==> src/rtl/sc_downspeedticker.sv <==
// Programmable periodic tick generator: a down-counter reloads from BASE >> level
// and emits a one-cycle tick at terminal count; level is stepped by active-low strobes.
module sc_downspeedticker #(
  parameter int unsigned                           DOWNSPEEDTICKER_DATAWIDTH = 23,
  parameter logic [DOWNSPEEDTICKER_DATAWIDTH-1:0]  DOWNSPEEDTICKER_BASE      = 23'd5000000,
  parameter int unsigned                           DOWNSPEEDTICKER_MAXLEVEL  = 7
) (
  input  logic                                 SC_downSPEEDTICKER_CLOCK_50,
  input  logic                                 SC_downSPEEDTICKER_RESET_InHigh,
  input  logic                                 SC_downSPEEDTICKER_start_InLow,
  input  logic                                 SC_downSPEEDTICKER_stop_InLow,
  input  logic                                 SC_downSPEEDTICKER_speedup_InLow,
  input  logic                                 SC_downSPEEDTICKER_speeddown_InLow,
  output logic                                 SC_downSPEEDTICKER_tick_Out,
  output logic                                 SC_downSPEEDTICKER_running_Out,
  output logic [2:0]                           SC_downSPEEDTICKER_level_OutBUS,
  output logic [DOWNSPEEDTICKER_DATAWIDTH-1:0] SC_downSPEEDTICKER_data_OutBUS
);

  localparam int unsigned DW = DOWNSPEEDTICKER_DATAWIDTH;

  typedef enum logic {
    IDLE = 1'b0,
    RUN  = 1'b1
  } state_t;

  state_t          r_state, w_state_next;
  logic [2:0]      r_level, w_level_next;
  logic [DW-1:0]   r_count, w_count_next;
  logic            r_tick,  w_tick_next;
  logic [DW-1:0]   w_reload;

  logic w_up, w_down;
  assign w_up   = ~SC_downSPEEDTICKER_speedup_InLow;
  assign w_down = ~SC_downSPEEDTICKER_speeddown_InLow;

  // Each level step halves the period; uses the registered level, so IDLE tracks one cycle late.
  assign w_reload = DOWNSPEEDTICKER_BASE >> r_level;

  always_comb begin
    // NOTE: every combinational output gets a default first so no path leaves it unassigned (no latch).
    w_level_next = r_level;
    if (w_up && !w_down && (r_level != 3'(DOWNSPEEDTICKER_MAXLEVEL)))
      w_level_next = r_level + 3'd1;
    else if (w_down && !w_up && (r_level != 3'd0))
      w_level_next = r_level - 3'd1;
  end

  always_comb begin
    w_state_next = r_state;
    w_count_next = r_count;
    w_tick_next  = 1'b0;
    case (r_state)
      IDLE: begin
        w_count_next = w_reload;
        if (!SC_downSPEEDTICKER_start_InLow && SC_downSPEEDTICKER_stop_InLow)
          w_state_next = RUN;
      end
      RUN: begin
        if (!SC_downSPEEDTICKER_stop_InLow) begin
          w_state_next = IDLE;
          w_count_next = w_reload;
        end else if (r_count == '0) begin
          // Reload at terminal count; a level change mid-countdown lands here, not earlier.
          w_count_next = w_reload;
          w_tick_next  = 1'b1;
        end else begin
          w_count_next = r_count - 1'b1;
        end
      end
      default: w_state_next = IDLE;
    endcase
  end

  always_ff @(posedge SC_downSPEEDTICKER_CLOCK_50) begin
    // NOTE: sequential state uses non-blocking assignments so all registers update from pre-edge values.
    if (SC_downSPEEDTICKER_RESET_InHigh) begin
      r_state <= IDLE;
      r_level <= 3'd0;
      r_count <= DOWNSPEEDTICKER_BASE;
      r_tick  <= 1'b0;
    end else begin
      r_state <= w_state_next;
      r_level <= w_level_next;
      r_count <= w_count_next;
      r_tick  <= w_tick_next;
    end
  end

  assign SC_downSPEEDTICKER_tick_Out     = r_tick;
  assign SC_downSPEEDTICKER_running_Out  = (r_state == RUN);
  assign SC_downSPEEDTICKER_level_OutBUS = r_level;
  assign SC_downSPEEDTICKER_data_OutBUS  = r_count;

endmodule

==> config.mk <==
export PLATFORM = sky130hd
export DESIGN_NAME = sc_downspeedticker
export DESIGN_NICKNAME = d
export VERILOG_FILES = /design/src/rtl/sc_downspeedticker.sv
export SDC_FILE = /design/constraint.sdc
export NUM_CORES = 1
export LEC_CHECK = 0
export CAP_MARGIN = 20
export CORE_MARGIN = 2
export CORE_UTILIZATION = 45
export DETAILED_ROUTE_END_ITERATION = 10
export GPL_TIMING_DRIVEN = 0
export HOLD_SLACK_MARGIN = 0.06
export MAX_ROUTING_LAYER = met4
export PLACE_DENSITY_LB_ADDON = 0.1
export SETUP_SLACK_MARGIN = 0.2
export SLEW_MARGIN = 30
export SYNTH_ARGS = -nofsm -noshare
export SYNTH_HDL_FRONTEND = slang
export SYNTH_SLANG_ARGS = --single-unit
==> constraint.sdc <==
create_clock -name SC_downSPEEDTICKER_CLOCK_50 -period 2.3 [get_ports SC_downSPEEDTICKER_CLOCK_50]
set_input_delay 0.575 -clock SC_downSPEEDTICKER_CLOCK_50 [delete_from_list [all_inputs] [get_ports SC_downSPEEDTICKER_CLOCK_50]]
set_output_delay 0.575 -clock SC_downSPEEDTICKER_CLOCK_50 [all_outputs]
set_load 0.005 [all_outputs]
==> impl_metrics.toml, run 1 <==
[status]
status = "complete, but fails checks"
violations = "negative setup slack"

[synth]
synthFlopType = "dfxtp_1"
ys_types = 40
syn-num-nets = 214
async_flop_share_pct = 0
yosys.area.top_type = "dfxtp_1"
syn-cell-area_sq_mm = 0.00179
synth_area_leaders = "dfxtp_1 31%, xnor2_1 7.3%, a211oi_2 7.0%"
avgSynthCellArea_sq_um = 8.95
synth.most_common_cell = "dfxtp_1"
yosys_warnings = 0
synth_top_cell_area_share_pct = 31.3
synth_commonest_cells = "28 x dfxtp_1, 23 x nor2_1, 15 x xnor2_1"
ys_seq_area_share_pct = 31.3
synth_edf_count = 0
ys_ff_latch = 28
syn_inst = 200

[sta]
fin_crit_sh_pct = 106
fin_skew_ps = 1.92
rsz0062_at_grt = "yes"
setup_viol = 23
max_slew_margin_pct = 57.3
period_needed_ps = 2440
hold_violations = 0
fmaxAchievable_mhz = 410
worstMarginPinSlew_ps = 636
worst_slack_ps = -138
slew_violations = 0

[clocking]
clk_pin_slew_worst_paths_ps = 90
htree_num_levels = 1
cts_buffer_depth = 2
root_buffer = "clkbuf_8"
clkLatencyLatePin_ps = 270
cts_hold_buf = 0
cts_tree = "built"
cts.sink_count = 28
cts_buffers = 3

[grt]
grt_max_degree = 15
grt_pass1_vias = 1642
grt_overflow = 0
antenna_found_initial = 0
track_usage_pct = 24.9
grt_pass1_wl_um = 8220

[placement]
hpwl_um = 3400
portBuffers = 33
placed_area_sq_mm = 0.00221
dp_slack_ps = -281
gp_congestion = 0.890

[layout]
multiInputGateArea_sq_mm = 0.00125
drive_above_1_share_pct = 28.0
fillers = 308
fin_nets = 270
regArea_sq_um = 571
syn2layout_area_growth_pct = 43.7
final_area_sq_mm = 0.00257
antenna_cells = 0
fin_util_pct = 68.7

[route]
first_pass_iters = 4
num_vias = 1675
viasPerCell = 5.55
drtAntennaViolNets = 0
drc = 0
routed_wl_um = 5060
post_drt_wl_per_cell_um = 16.7
drt_iter0_markers = 91

[critical_path]
rr_worst_depth = 7
critPathArrivalTime_ps = 2630
rrSetupSlack_ps = -140
timing.rr.start = "SC_downSPEEDTICKER_data_OutBUS[15]"
worst_r2r_endpoint = "SC_downSPEEDTICKER_data_OutBUS[10]"
end_kind = "flop"
critPathMaxFanout = 6
worstPathRequired_ps = 2500
crit_type = "reg -> reg"
critPathLaunchType = "flop"

[worst_hold_path]
min_path_type = "reg -> reg"
holdPathEnd = "SC_downSPEEDTICKER_tick_Out"
hold_depth = 2
hold_start = "SC_downSPEEDTICKER_running_Out"

[power_and_ir_drop]
vdd_drop_max_v = 0.000391
leakagePower_nw = 0.901
power_mw = 1.64
cellPowerDensity_mw_per_mm2 = 639

[floorplan]
die_h_um = 67.1
die_w_um = 67.1
initial_core_util_pct = 47.8
dieArea_sq_mm = 0.00450
rows = 22
pin_count = 34
core-area_sq_mm = 0.00374

[flow_run]
maxCapViolCount = 0
area by class of cell:
| cell class | instances | share of cell area [%] |
|---|---|---|
| repair buffers | 51 | 20.6 |
| flip-flops and latches | 28 | 22.2 |
| plain buffers | 11 | 3.79 |
| inverters | 6 | 0.875 |
| well taps | 48 | 2.33 |
| clock buffers | 3 | 1.61 |
| multi-input cells | 155 | 48.6 |
power by group:
| part | leakage [nW] | total, mW | switching (mW) | internal (mW) |
|---|---|---|---|---|
| registers | 0.230 | 0.640 | 0.0816 | 0.558 |
| clock network | 0.0216 | 0.270 | 0.152 | 0.118 |
| logic | 0.649 | 0.735 | 0.371 | 0.364 |
| total | 0.901 | 1.64 | 0.605 | 1.04 |
per-stage QoR:
stage          TNS, ps  instances  hold WS, ps
2_1_floorplan     -712        200          538
3_3_place_gp     -3360        281          539
3_5_place_dp     -3610        281          557
4_1_cts          -2860        297          571
5_1_grt          -3500        302          615
6_report         -2370        302          577
flip-flops by register name, summed over array words and instances (netlist names):
register,count
SC_downSPEEDTICKER_data_OutBUS,23
SC_downSPEEDTICKER_level_OutBUS,3
SC_downSPEEDTICKER_running_Out,1
SC_downSPEEDTICKER_tick_Out,1
worst max path at each step:
stage / startpoint / to / slack, ps
CTS: SC_downSPEEDTICKER_data_OutBUS[15] / SC_downSPEEDTICKER_data_OutBUS[4] / -180
finish: SC_downSPEEDTICKER_data_OutBUS[15] / SC_downSPEEDTICKER_data_OutBUS[10] / -140
global route: SC_downSPEEDTICKER_data_OutBUS[15] / SC_downSPEEDTICKER_data_OutBUS[8] / -200
detailed placement: SC_downSPEEDTICKER_data_OutBUS[10] / SC_downSPEEDTICKER_data_OutBUS[4] / -280
global placement: SC_downSPEEDTICKER_data_OutBUS[10] / SC_downSPEEDTICKER_data_OutBUS[12] / -250
floorplan: SC_downSPEEDTICKER_data_OutBUS[10] / SC_downSPEEDTICKER_data_OutBUS[18] / -90
cells in the final DEF, fill, tap and decap left out, drive strengths merged, types with 3 or more instances in the layout:
| cell | synthesis | routed |
|---|---|---|
| buf | 6 | 22 |
| or3 | 5 | 5 |
| nor2 | 23 | 23 |
| xnor2 | 15 | 15 |
| dfxtp | 28 | 28 |
| or4 | 5 | 5 |
| nand2 | 14 | 14 |
| nor4 | 3 | 3 |
| nor2b | 8 | 8 |
| nand3 | 6 | 6 |
| a211oi | 16 | 16 |
| xor2 | 6 | 6 |
| a21o | 3 | 3 |
| a21oi | 7 | 7 |
| clkdlybuf4s50 | 0 | 33 |
| inv | 6 | 6 |
| clkbuf | 5 | 10 |
| ha | 7 | 7 |
| nor3 | 12 | 12 |
| mux2i | 3 | 3 |
| a211o | 3 | 3 |
per-layer routing:
metal	vias to the layer above	share of wire, %	track usage (%)
met2	36	51	42.0
met3	4	2.7	4.22
li1	825	-	-
met5	-	0	-
met1	810	46	32.1
met4	0	0.71	3.06
cells by family (layout without fill, tap and decap cells):
group / after synthesis / in the layout / synth area share, %
fa+ha+maj: 8 / 8 / 6.01
simple gates: 82 / 82 / 23.1
xor+xnor: 21 / 21 / 10.3
mux: 3 / 3 / 1.68
flops: 28 / 28 / 31.3
buf+inv: 17 / 71 / 5.31
compound gates: 41 / 41 / 22.3
critical path: stages, from the launching register on:
cell and delay [ps]:
dfxtp_2 330, or4_1 520, or4_4 500, buf_8 140, o311a_4 370, buf_8 170
clkbuf_16 160, a211oi_2 170
timing repair:
item	CTS	global route
cloned	2	1
setup endpoints to repair	24	24
gates resized for setup	16	26
buffers inserted	11	4
pin swaps	10	9
Power figures use the tool's default switching activity.
==> inputs of run 2 (changes only) <==
- CORE_MARGIN: 2 -> 1.5
- SLEW_MARGIN: 30 -> 20
==> run 2 against run 1 <==
  * The run still ends with negative setup slack left
  * Final area down 0.54%
  * Clock skew up 0.61 ps
  * Largest cell class unchanged
  * Register-to-register slack about the same
  * Clock-buffer cell count unchanged
  * Critical endpoint is now SC_downSPEEDTICKER_data_OutBUS[17]
  * Maximum frequency down 0.51%
  * Core utilization down 0.37 points
  * First-iteration DRC count down 1.1%
==> impl_metrics.toml, run 2 (synthesis gave the netlist of run 1 again) <==
[grt]
grt_pass1_vias = 1728
grt_busiest_layer = "met2"
met1_usage_pct = 32.3
grt_pass1_wl_um = 8330
track_usage_pct = 25.8
grt_overflow = 0
antenna_found_initial = 0
met3_usage_pct = 2.90
grt_use_met2_pct = 43.8
grt_max_degree = 15

[placement]
dp_slack_ps = -260
hpwl_um = 3550
gp_congestion = 0.865
portBuffers = 33
placed_area_sq_mm = 0.00221

[floorplan]
die_w_um = 66.1
pin_count = 34
dieArea_sq_mm = 0.00437
die_h_um = 66.1
initial_core_util_pct = 47.8
core-area_sq_mm = 0.00374
rows = 22

[layout]
fillers = 313
largest_reg_flops = 23
fin_util_pct = 68.3
fin_nets = 269
final_area_sq_mm = 0.00256
drive_above_1_share_pct = 27.3
layout_commonest_cell = "clkdlybuf4s50_1"
syn2layout_area_growth_pct = 42.9
mostFrequentLayoutCells = "33 x clkdlybuf4s50_1, 21 x dfxtp_1, 19 x nor2_1, 15 x xnor2_1"
antenna_cells = 0

[critical_path]
critPathArrivalTime_ps = 2650
slowest_stage = "or4_4"
critPathLaunchType = "flop"
end_kind = "flop"
worstPathCellList = "or4_4 > or4_4 > buf_8 > o311a_4 > buf_8 > buf_12 > a211oi_2"
max_stage_delay_ps = 560
cp_top_family = "simple AND/OR/NAND/NOR gates"
crit_type = "reg -> reg"
worstPathRequired_ps = 2490
cp_num_buf_inv = 3
critPathMaxFanout = 10

[sta]
max_slew_margin_pct = 51.1
worst_slack_ps = -151
rsz0062_at_grt = "yes"
setup_viol = 23
fin_setup_tns_ps = -2350
period_needed_ps = 2450
slew_violations = 0
fmaxAchievable_mhz = 408
fin_skew_ps = 2.53
worstMarginPinSlew_ps = 728
hold_violations = 0
fin_crit_sh_pct = 107

[power_and_ir_drop]
vdd_drop_max_v = 0.000339
cellPowerDensity_mw_per_mm2 = 646
leakagePower_nw = 0.901

[clocking]
root_buffer = "clkbuf_8"
cts.sink_count = 28
cts_buffer_depth = 2
cts_buffers = 3
cts_hold_buf = 0
clk_pin_slew_worst_paths_ps = 90
clkLatencyLatePin_ps = 270
cts_tree = "built"
htree_num_levels = 1

[worst_hold_path]
min_path_type = "reg -> reg"

[route]
post_drt_wl_per_cell_um = 17.2
drc = 0
drt_iter0_markers = 90
first_pass_iters = 4
drtAntennaViolNets = 0
routed_wl_um = 5180
viasPerCell = 5.68
num_vias = 1710

[status]
status = "complete, but fails checks"
violations = "negative setup slack"

[flow_run]
maxCapViolCount = 0
run 2: changes by cell type in the layout (fill, tap and decap cells not counted), sizes merged:
cell | before | now
clkbuf | 10 | 8
buf | 22 | 23
run 2: final timing paths:
check	startpoint	endpoint	slack [ps]	cells after the start
worst max-delay path	SC_downSPEEDTICKER_data_OutBUS[9]	SC_downSPEEDTICKER_data_OutBUS[17]	-150	7
worst min-delay path	SC_downSPEEDTICKER_running_Out	SC_downSPEEDTICKER_tick_Out	570	2
worst max register to register	SC_downSPEEDTICKER_data_OutBUS[9]	SC_downSPEEDTICKER_data_OutBUS[17]	-150	7
worst min register to register	SC_downSPEEDTICKER_running_Out	SC_downSPEEDTICKER_tick_Out	570	2
run 2: cell type report:
cell class | instances | area, sq um | share of cell area, %
Sequential cell | 28 | 572 | 22.3
Buffer | 11 | 101 | 3.96
Multi-Input combinational cell | 155 | 1240 | 48.5
Clock buffer | 3 | 41.3 | 1.61
Tap cell | 48 | 60.1 | 2.35
Timing Repair Buffer | 50 | 522 | 20.4
Inverter | 6 | 22.5 | 0.880
run 2: worst register-to-register path, stage by stage (launching register included):
cell and delay (ps):
dfxtp_2 340, or4_4 560, or4_4 440, buf_8 140
o311a_4 390, buf_8 180, buf_12 150, a211oi_2 180
run 2: routing by layer:
| metal | wire length [um] | up-vias |
|---|---|---|
| met3 | 222 | 6 |
| met1 | 2290 | 839 |
| met4 | 53 | 0 |
| li1 | - | 818 |
| met5 | 0 | - |
| met2 | 2620 | 47 |
run 2: repair_timing:
item,in CTS,in global routing
endpoints found under the setup margin,24,26
gates cloned,3,0
hold endpoints to repair,0,0
setup buffers,13,1
pin swaps,13,5
gates resized for setup,28,11
run 2: through the flow:
stage	cells	hold slack, ps	power (mW)
detailed placement	281	554	1.30
floorplan	200	538	1.04
global placement	281	539	1.28
global route	301	604	1.74
finish	301	566	1.65
CTS	300	568	1.63
run 2: report_power, final:
group          internal, mW  switching [mW]  leakage, nW  total, mW
registers             0.559          0.0827        0.230      0.642
clock network         0.118           0.146       0.0216      0.264
logic                 0.368           0.379        0.649      0.747
